## src/rtl/fifo_wr_ctrl.sv

```systemverilog
// Write-side controller of an asynchronous FIFO: it accepts producer words, drives the memory write port,
// publishes a Gray write pointer and derives full/almost-full/free/overflow from the synchronized read pointer.
module fifo_wr_ctrl #(
    parameter int ADDRSIZE    = 3,
    parameter int AFULL_LEVEL = 6,
    parameter int SYNC_STAGES = 2
) (
    input  logic                wclk,
    input  logic                wrst,
    input  logic                wvalid,
    output logic                wready,
    output logic                wclken,
    output logic [ADDRSIZE-1:0] waddr,
    output logic [ADDRSIZE:0]   wptr,
    input  logic [ADDRSIZE:0]   rptr,
    output logic                wfull,
    output logic                walmost_full,
    output logic [ADDRSIZE:0]   wfree,
    output logic                wovf,
    input  logic                wovf_clr
);

    localparam int              PW    = ADDRSIZE + 1;
    localparam logic [PW-1:0]   DEPTH = PW'(1 << ADDRSIZE);
    localparam logic [PW-1:0]   AFULL = PW'(AFULL_LEVEL);

    logic [PW-1:0] wbin;
    logic [PW-1:0] rptr_sync [SYNC_STAGES];
    logic [PW-1:0] rq_rptr;
    logic [PW-1:0] rq_rbin;
    logic [PW-1:0] wbinnext;
    logic [PW-1:0] wgraynext;
    logic [PW-1:0] wcount_next;
    logic [PW-1:0] full_pattern;

    function automatic logic [PW-1:0] bin2gray(input logic [PW-1:0] b);
        return (b >> 1) ^ b;
    endfunction

    // MSB-first XOR prefix: each binary bit is the parity of all Gray bits above and including it
    function automatic logic [PW-1:0] gray2bin(input logic [PW-1:0] g);
        logic [PW-1:0] b;
        b[PW-1] = g[PW-1];
        for (int i = PW - 2; i >= 0; i--) begin
            b[i] = b[i+1] ^ g[i];
        end
        return b;
    endfunction

    assign rq_rptr      = rptr_sync[SYNC_STAGES-1];
    assign rq_rbin      = gray2bin(rq_rptr);
    assign wclken       = wvalid & ~wfull;
    assign wready       = ~wfull;
    assign waddr        = wbin[ADDRSIZE-1:0];
    assign wbinnext     = wbin + PW'(wclken);
    assign wgraynext    = bin2gray(wbinnext);
    // The stale read pointer only ever lags, so this occupancy can overstate but never understate
    assign wcount_next  = wbinnext - rq_rbin;
    assign full_pattern = {~rq_rptr[PW-1:PW-2], rq_rptr[PW-3:0]};

    // Stage boundary: rptr synchronizer chain, one flop per stage
    always_ff @(posedge wclk) begin
        if (wrst) begin
            for (int i = 0; i < SYNC_STAGES; i++) begin
                rptr_sync[i] <= '0;
            end
        end else begin
            rptr_sync[0] <= rptr;
            for (int i = 1; i < SYNC_STAGES; i++) begin
                rptr_sync[i] <= rptr_sync[i-1];
            end
        end
    end

    // Stage boundary: write pointer and flags, all updated together from the next-pointer value
    always_ff @(posedge wclk) begin
        if (wrst) begin
            wbin         <= '0;
            wptr         <= '0;
            wfull        <= 1'b0;
            walmost_full <= 1'b0;
            wfree        <= DEPTH;
            wovf         <= 1'b0;
        end else begin
            wbin         <= wbinnext;
            wptr         <= wgraynext;
            wfull        <= (wgraynext == full_pattern);
            walmost_full <= (wcount_next >= AFULL);
            wfree        <= DEPTH - wcount_next;
            wovf         <= (wovf & ~wovf_clr) | (wvalid & wfull);
        end
    end

endmodule

```

## config.mk

```make
export PLATFORM = sky130hd
export DESIGN_NAME = fifo_wr_ctrl
export DESIGN_NICKNAME = d
export VERILOG_FILES = /design/src/rtl/fifo_wr_ctrl.sv
export SDC_FILE = /design/constraint.sdc
export NUM_CORES = 1
export LEC_CHECK = 0
export ABC_AREA = 0
export CORE_UTILIZATION = 46
export DETAILED_ROUTE_END_ITERATION = 6
export GPL_TIMING_DRIVEN = 0
export PLACE_DENSITY = 0.76
export REMOVE_ABC_BUFFERS = 1
export SLEW_MARGIN = 20
export SYNTH_ARGS = -nofsm -noshare
export SYNTH_HDL_FRONTEND = slang
export SYNTH_SLANG_ARGS = --single-unit
export TNS_END_PERCENT = 10
```

## constraint.sdc

```tcl
create_clock -name wclk -period 3.2 [get_ports wclk]
set_input_delay 0.64 -clock wclk [delete_from_list [all_inputs] [get_ports wclk]]
set_output_delay 0.64 -clock wclk [all_outputs]
set_load 0.02 [all_outputs]
```

==> metrics.txt, run 1 <==
status finished, final reports clean; Multi-input gate area 509.2 µm²; final worst slack 131.6 ps; synthesized area per cell 10.70 µm²; Crit Path Category in2reg; Sum Neg Setup Slack 0 ps; Peak VDD IR 381.9 µV; Setup crit start kind input port; RSZ-0062 raised after global routing no; Place WS -346.4 ps; Worst Max-Slew Pin Slew between 700 and 800 ps; share of cells above drive strength 1 0.1171; sequential share of the synthesized area 0.4731; Final min period 3068 ps; worst clock skew 2.409 ps; nets@finish 129; total global routing overflow 0; cells after synthesis slightly below 90; max-cap violations 0; Cell Area, Synth just over 900 µm²; Sw Ratio 0.2989; Logic pwr share 0.361; cts repair resizes 1; largest net degree at the start of global routing 23; DRT iter0 DRCs 2; synthesized flop and latch total 22; DRT Pass-1 Iters 2; gr usage total 0.1552; post-route cell area 0.001252 mm²; Net Sw Power 203.1 µW; Final ANT Viol Nets 0; fmax 325.9 MHz; DR WL/cell 11.15 µm; clock buffer depth 2; n_diodes 0; hold slack 453.0 ps; Tcrit/Tclk final 0.9589; fill count 157; antenna violations before repair 0; Rows 15; Storage cell area 440.4 µm²; placed instance area 0.001185 mm²; CP arrival 3260 ps; final std cells w/o fill 136; number of placed instances with taps included 133; Via-to-Cell Ratio 4.713; htree depth 1; Crit Path Max Fanout 3; Syn. warnings 0; PortBufs 23; Ports 24; CTS tree built; first-pass GRT wire length 2.366 mm; Util after Layout 0.6951; final-report max-slew violation count 0; Leak 0.5066 nW; Worst Setup End Kind flop; chip width 46.99 µm; Internal Power 476.4 µW; core box area 0.001802 mm²; GPL Wtd Cong 0.7038; Worst-path clk slew 110 ps; Die Height around 47 µm; routed via count about 640; final setup fails 0; total power between 600 and 700 µW; clock root cell clkbuf_4; number of global-route vias before repair 594; hold bufs inserted after CTS 0; die area approximately 0.0022 mm²; Worst-Skew Late Latency 300 ps; initial core utilization 0.5167; Inserted Clock Buffers 3; Clk pwr share 0.175; Hold Crit Class reg2reg; Pwr Density 542.5 mW/mm²; Setup Buffers After CTS 0; Area growth, synth to finish 34.54%; Crit path required time 3400 ps; Max transition margin 0.5134; Detail Placement HPWL 1.172 mm; drt total wl about 1.5 mm; Hold Vio Cnt, Final 0; Distinct cells, synth 20; TritonCTS Sinks 22; DRC viols 0; sequential power share 0.464
-- cell usage after synthesis --
| cell type | number | area (µm²) |
|---|---|---|
| dfxtp_1 | 22 | 440.4 |
| nor2b_1 | 10 | 62.56 |
| nor2_1 | 9 | 33.78 |
| xnor2_1 | 8 | 70.07 |
| ha_1 | 7 | 87.58 |
| xor2_1 | 7 | 61.31 |
| inv_1 | 5 | 18.77 |
| a21oi_1 | 3 | 15.01 |
| clkbuf_1 | 2 | 7.510 |
| nand2_1 | 2 | 7.510 |
| nand2b_1 | 2 | 12.51 |
| o21ai_0 | 2 | 10.01 |
| a21boi_0 | 1 | 7.510 |
| fa_1 | 1 | 20.02 |
| nand3_1 | 1 | 5.000 |
| nor4b_1 | 1 | 8.760 |
| or2_1 | 1 | 6.260 |
| or3b_2 | 1 | 8.760 |
| xnor3_1 | 1 | 22.52 |
| xor3_2 | 1 | 25.02 |
-- critical path: stages --
cell             delay (ps)
clkdlybuf4s50_1         490
nor2b_4                 150
ha_2                    280
inv_1                    80
ha_2                    180
inv_1                    50
fa_2                    350
xor2_2                  200
or3b_2                  450
xnor3_1                 190
or2_1                   210
-- path summary, 6_finish.rpt --
kind,depth (start not counted),startpoint,end,slack (ps)
worst max register to register,10,rptr_sync[0][7],wfree[3],170
worst min-delay path,1,rptr_sync[0][3],rptr_sync[0][7],450
worst max-delay path,11,wvalid,wfree[3],130
worst min register to register,1,rptr_sync[0][3],rptr_sync[0][7],450
-- kinds of logic after synthesis --
logic type / Yosys count / share of synthesized area
AO/OA/AOI/OAI: 6 / 0.03494
XOR/XNOR: 17 / 0.1922
adder cells (fa/ha/maj): 8 / 0.1156
buffers and inverters: 7 / 0.02823
flip-flops: 22 / 0.4731
AND/OR/NAND/NOR: 27 / 0.1559
-- final cells by class --
cell class / count / area share
Multi-Input combinational cell: 58 / 0.4066
Sequential cell: 22 / 0.3516
Timing Repair Buffer: 23 / 0.1838
Tap cell: 25 / 0.02498
Clock buffer: 3 / 0.01798
Inverter: 5 / 0.01499
-- placed cells by master, fill, tap and decap left out, drive strengths merged --
master	netlist	routed
xor3	1	1
dfxtp	22	22
a21oi	3	3
clkdlybuf4s50	0	23
nor2b	10	10
clkbuf	2	3
nand2b	2	2
xor2	7	7
nand3	1	1
inv	5	5
fa	1	1
xnor2	8	8
o21ai	2	2
nand2	2	2
a21boi	1	1
or3b	1	1
xnor3	1	1
ha	7	7
or2	1	1
nor4b	1	1
nor2	9	9
-- sequential cells by signal, summed over array words and instances (netlist names) --
name          cells
wfree             4
wptr              4
rptr_sync         8
wfull             1
walmost_full      1
wbin              3
wovf              1
-- layer usage --
metal | up-vias | track usage | routed length (µm)
met4 | 0 | 0.06857 | 28
met2 | 20 | 0.3167 | 817
met5 | - | 0 | 0
met1 | 295 | 0.1470 | 601
li1 | 322 | - | -
met3 | 4 | 0.02692 | 68
-- power by group through the flow --
stage	registers [mW]	logic [mW]	clock network (mW)
2_1_floorplan	0.356	0.111	0
3_3_place_gp	0.320	0.225	0
3_5_place_dp	0.322	0.236	0
4_1_cts	0.315	0.237	0.122
5_1_grt	0.318	0.269	0.129
6_report	0.315	0.245	0.119
No activity file was read; power rests on OpenSTA's default activity.
==> run 2: changes to the inputs <==
CORE_MARGIN = 2   (was unset)
==> metrics.txt, run 2 (synthesis results as in run 1) <==
Final min period 3056 ps; Detail Placement HPWL between 1 and 1.5 mm; DRT met1 WL approximately 630 µm; Crit Path Max Fanout 3; Storage cell area 440.4 µm²; DRC viols 0; most frequent cells in the layout 23 x clkdlybuf4s50_1, 22 x dfxtp_1, 9 x nor2_1, 9 x nor2b_1; largest registers rptr_sync (8), wfree (4), wptr (4); share of cells above drive strength 1 0.08929; RSZ-0062 raised after global routing no; Worst Max-Slew Pin Slew a little over 700 ps; initial core utilization 0.4794; Rows 16; Hold Vio Cnt, Final 0; Worst Setup End Kind flop; Place WS -388.3 ps; post-route cell area between 0.001 and 0.0015 mm²; Multi-input gate area just over 500 µm²; max reg flops 8; Slowest-stage cell, CP clkdlybuf4s50_1; clock root cell clkbuf_4; Area growth, synth to finish 35.89%; Die Height about 50 µm; RR Startpoint rptr_sync[0][7]; htree depth 1; routed via count around 630; total global routing overflow 0; fill count 166; Worst Hold Launch rptr_sync[0][2]; routed wl met3 between 80 and 90 µm; status finished, final reports clean; Critical Path Max Stage Delay 470 ps; final setup fails 0; clock buffer depth 2; drt total wl 1.438 mm; fmax around 330 MHz; CP dominant cell by count inv_1; Critical Path End wfree[3]; Peak VDD IR around 360 µV; reg2reg setup slack between 300 and 400 ps; first-pass GRT wire length 2.594 mm; placed instance area about 0.0012 mm²; TritonCTS Sinks 22; PortBufs 23; GPL Wtd Cong 0.7316; CTS tree built; final worst slack 143.6 ps; most common cell after layout, fill and taps aside clkdlybuf4s50_1; wire length on met2 683 µm; Hold Crit Class reg2reg; final-report max-slew violation count 0; Crit Path Category in2reg; max-cap violations 0; Leak 0.5166 nW; uppermost layer routed met4; number of placed instances with taps included 135; number of global-route vias before repair 615; core box area 0.001942 mm²; n_diodes 0; Setup Buffers After CTS 0; die area approximately 0.0024 mm²; DRT iter0 DRCs 3; Worst-path clk slew between 100 and 150 ps; DRT Pass-1 Iters 4; Via-to-Cell Ratio 4.525; CP arrival 3270 ps; Pwr Density 555.8 mW/mm²; gr usage total 0.1378; cell breakdown of the critical path clkdlybuf4s50_1, nor2b_4, ha_2, inv_1, ha_1, inv_1, fa_1, xor2_1, or3b_2, xnor3_1, or2_1; Tcrit/Tclk final 0.9551; hold slack 450.5 ps; hold path depth 1; Final ANT Viol Nets 0; final std cells w/o fill 139; CP startpoint wvalid; Max transition margin 0.5282; Worst-Skew Late Latency 310 ps; R2R depth 10; Setup crit start kind input port; largest net degree at the start of global routing 23; chip width 48.99 µm; DR WL/cell 10.35 µm; Inserted Clock Buffers 3; nets@finish ~130; worst clock skew 8.702 ps; Crit path required time 3410 ps; Critical R2R Capture wfree[3]; Ports 24; Reg with most FFs rptr_sync; antenna violations before repair 0
-- run 2: cell count changes in the layout (fill, tap and decap cells not counted), sizes merged --
cell    before  now
clkbuf       3    4
-- run 2: worst min path at each step --
| stage | to | slack, ps |
|---|---|---|
| after floorplan | rptr_sync[0][4] | 410 |
| after global placement | rptr_sync[0][5] | 420 |
| after detailed placement | rptr_sync[0][7] | 430 |
| after CTS | rptr_sync[0][7] | 460 |
| after global routing | rptr_sync[0][5] | 470 |
| final | rptr_sync[0][6] | 450 |
-- run 2: worst max-delay path: cells and delay by family --
kind                       cells  cell delay [ps]
and+or+nand+nor                3              820
buffers and inverters          3              600
adders and majority gates      3              830
xor gates and xnor gates       2              380
-- run 2: layer usage --
layer	GRT usage	vias to the layer above
met1	0.1575	276
met4	0.08095	0
met5	0	-
met2	0.2374	23
li1	-	326
met3	0.02761	4
-- run 2: area by class of cell --
type	instances	area share
Clock buffer	4	0.02868
Inverter	5	0.01484
Multi-Input combinational cell	58	0.3996
Sequential cell	22	0.3482
Tap cell	27	0.02671
Timing Repair Buffer	23	0.1820
-- run 2: stage by stage --
step,TNS (ps),power (mW),util
after detailed placement,-406.8,0.5512,0.6115
after global placement,-317.3,0.5457,0.6115
after CTS,0,0.7018,0.6340
final,0,0.7030,0.6514
after floorplan,0,0.4673,-
after global routing,0,0.7441,0.6514
-- run 2: where the power goes --
group / total [mW] / internal, mW / switching [mW] / leakage (nW)
Clock: 0.154 / 0.0694 / 0.0848 / 0.0210
Combinational: 0.233 / 0.122 / 0.111 / 0.314
Sequential: 0.316 / 0.305 / 0.0104 / 0.181
-- run 2: repair_timing --
| item | in CTS | in global routing |
|---|---|---|
| gates resized for setup | 1 | 7 |
| hold buffers | 0 | 0 |
| endpoints found under the setup margin | 1 | 1 |
==> run 3: changes to the inputs <==
SETUP_SLACK_MARGIN = 0.3   (was unset)
clock period = 3.5 ns   (was 3.2 ns; I/O delays follow)
==> metrics.txt, run 3 (synthesis results as in run 1) <==
Worst Max-Slew Pin Slew between 700 and 800 ps; Leak 0.5299 nW; max reg flops 8; initial core utilization 0.4794; CP arrival approximately 3100 ps; drt total wl around 1.5 mm; placed instance area 0.001187 mm²; Max transition margin 0.5306; Detail Placement HPWL approximately 1.1 mm; routed via count 635; DRT Pass-1 Iters 4; Worst Hold Path EP rptr_sync[0][6]; gr usage total 0.1411; clock buffer depth 2; clock root cell clkbuf_4; Ports 24; first-pass GRT wire length 2.656 mm; number of global-route vias before repair 612; PortBufs 23; reg2reg setup slack between 600 and 700 ps; Die Height 48.99 µm; fill count 161; DRC viols 0; Crit Path Category reg2reg; Multi-input gate area 518.0 µm²; Inserted Clock Buffers 3; Hold Vio Cnt, Final 0; Rows 16; DR WL/cell approximately 10 µm; final setup fails 0; hold path depth 1; Crit path required time 3710 ps; largest registers rptr_sync (8), wfree (4), wptr (4); share of cells above drive strength 1 0.1239; total power approximately 650 µW; post-route cell area 0.001287 mm²; chip width approximately 49 µm; Crit Path Max Fanout 3; Worst Setup End Kind flop; die area 0.002400 mm²; final-report max-slew violation count 0; Worst Hold Launch rptr_sync[0][2]; Worst-path clk slew around 130 ps; Tcrit/Tclk final 0.8234; Setup crit start kind flop; total global routing overflow 0; max-cap violations 0; RSZ-0062 raised after global routing no; Sum Neg Setup Slack 0 ps; Worst-Skew Late Latency 310 ps; Area growth, synth to finish 38.31%; TritonCTS Sinks 22; Via-to-Cell Ratio 4.536; worst clock skew 8.428 ps; Critical R2R Capture wfree[3]; most frequent cells in the layout 22 x clkdlybuf4s50_1, 22 x dfxtp_1, 9 x nor2_1, 9 x nor2b_1, 7 x xnor2_1; number of placed instances with taps included 135; core box area between 0.0015 and 0.002 mm²; R2R depth 10; Peak VDD IR 350.5 µV; RR Startpoint rptr_sync[0][7]; hold bufs inserted after CTS 0; Util after Layout 0.6630; nets@finish 130; Hold Crit Class reg2reg; Final min period 2882 ps; Storage cell area 440.4 µm²; fmax 347.0 MHz; GPL Wtd Cong about 0.73; Final ANT Viol Nets 0; Pwr Density 504.0 mW/mm²; n_diodes 0; antenna violations before repair 0; htree depth 1; CTS tree built; DRT iter0 DRCs 2; final std cells w/o fill 140; Reg with most FFs rptr_sync; largest net degree at the start of global routing 23; status finished, final reports clean
==> run 3: area by class of cell <==
| cell class | instances | area share |
|---|---|---|
| multi-input combinational | 58 | 0.4023 |
| sequential | 22 | 0.3421 |
| timing repair buffer | 24 | 0.1866 |
| clock buffer | 4 | 0.02818 |
| tap | 27 | 0.02624 |
| inverter | 5 | 0.01458 |
==> run 3: how the worst max path moves through the flow <==
stage                    start  slack [ps]       end  depth (start not counted)
2_1_floorplan           wvalid         340  wfree[3]                         10
3_3_place_gp            wvalid         -80  wfree[3]                         11
3_5_place_dp            wvalid        -150  wfree[3]                         11
4_1_cts                 wvalid         330  wfree[3]                         11
5_1_grt        rptr_sync[0][7]         460  wfree[3]                         10
6_report       rptr_sync[0][7]         620  wfree[3]                         10
==> run 3: critical path, stage by stage, from the launching register on <==
cell and delay, ps:
dfxtp_1 350, xnor2_1 240, xor2_1 370, xnor2_1 180
ha_2 200, inv_1 50, fa_2 350, xor2_2 190
or3b_2 460, xnor3_1 190, or2_1 210
==> run 3: what timing repair did <==
| action | 4_1_cts | 5_1_grt |
|---|---|---|
| buffers inserted | 0 | 1 |
| pin swaps | 0 | 0 |
| endpoints found under the setup margin | 1 | 1 |
| gates resized for setup | 4 | 8 |
==> run 3: stage by stage <==
stage                     setup slack (ps)  hold slack [ps]
after floorplan                      335.4            413.8
after global placement              -77.30            418.6
after detailed placement            -148.3            426.8
after CTS                            333.9            455.1
after global routing                 464.3            471.7
final                                618.0            450.3
==> run 3: where the power goes <==
group | switching, mW | internal (mW) | leakage (nW) | total [mW]
clock | 0.0769 | 0.0635 | 0.0210 | 0.140
combinational | 0.104 | 0.116 | 0.328 | 0.220
sequential | 0.00948 | 0.279 | 0.181 | 0.289
==> run 3: metal layers <==
layer,vias up,part of all wire,track usage
met2,23,0.48,0.2489
met4,0,0.023,0.07143
met1,282,0.44,0.1614
met5,-,0,0
met3,4,0.058,0.02761
li1,326,-,-
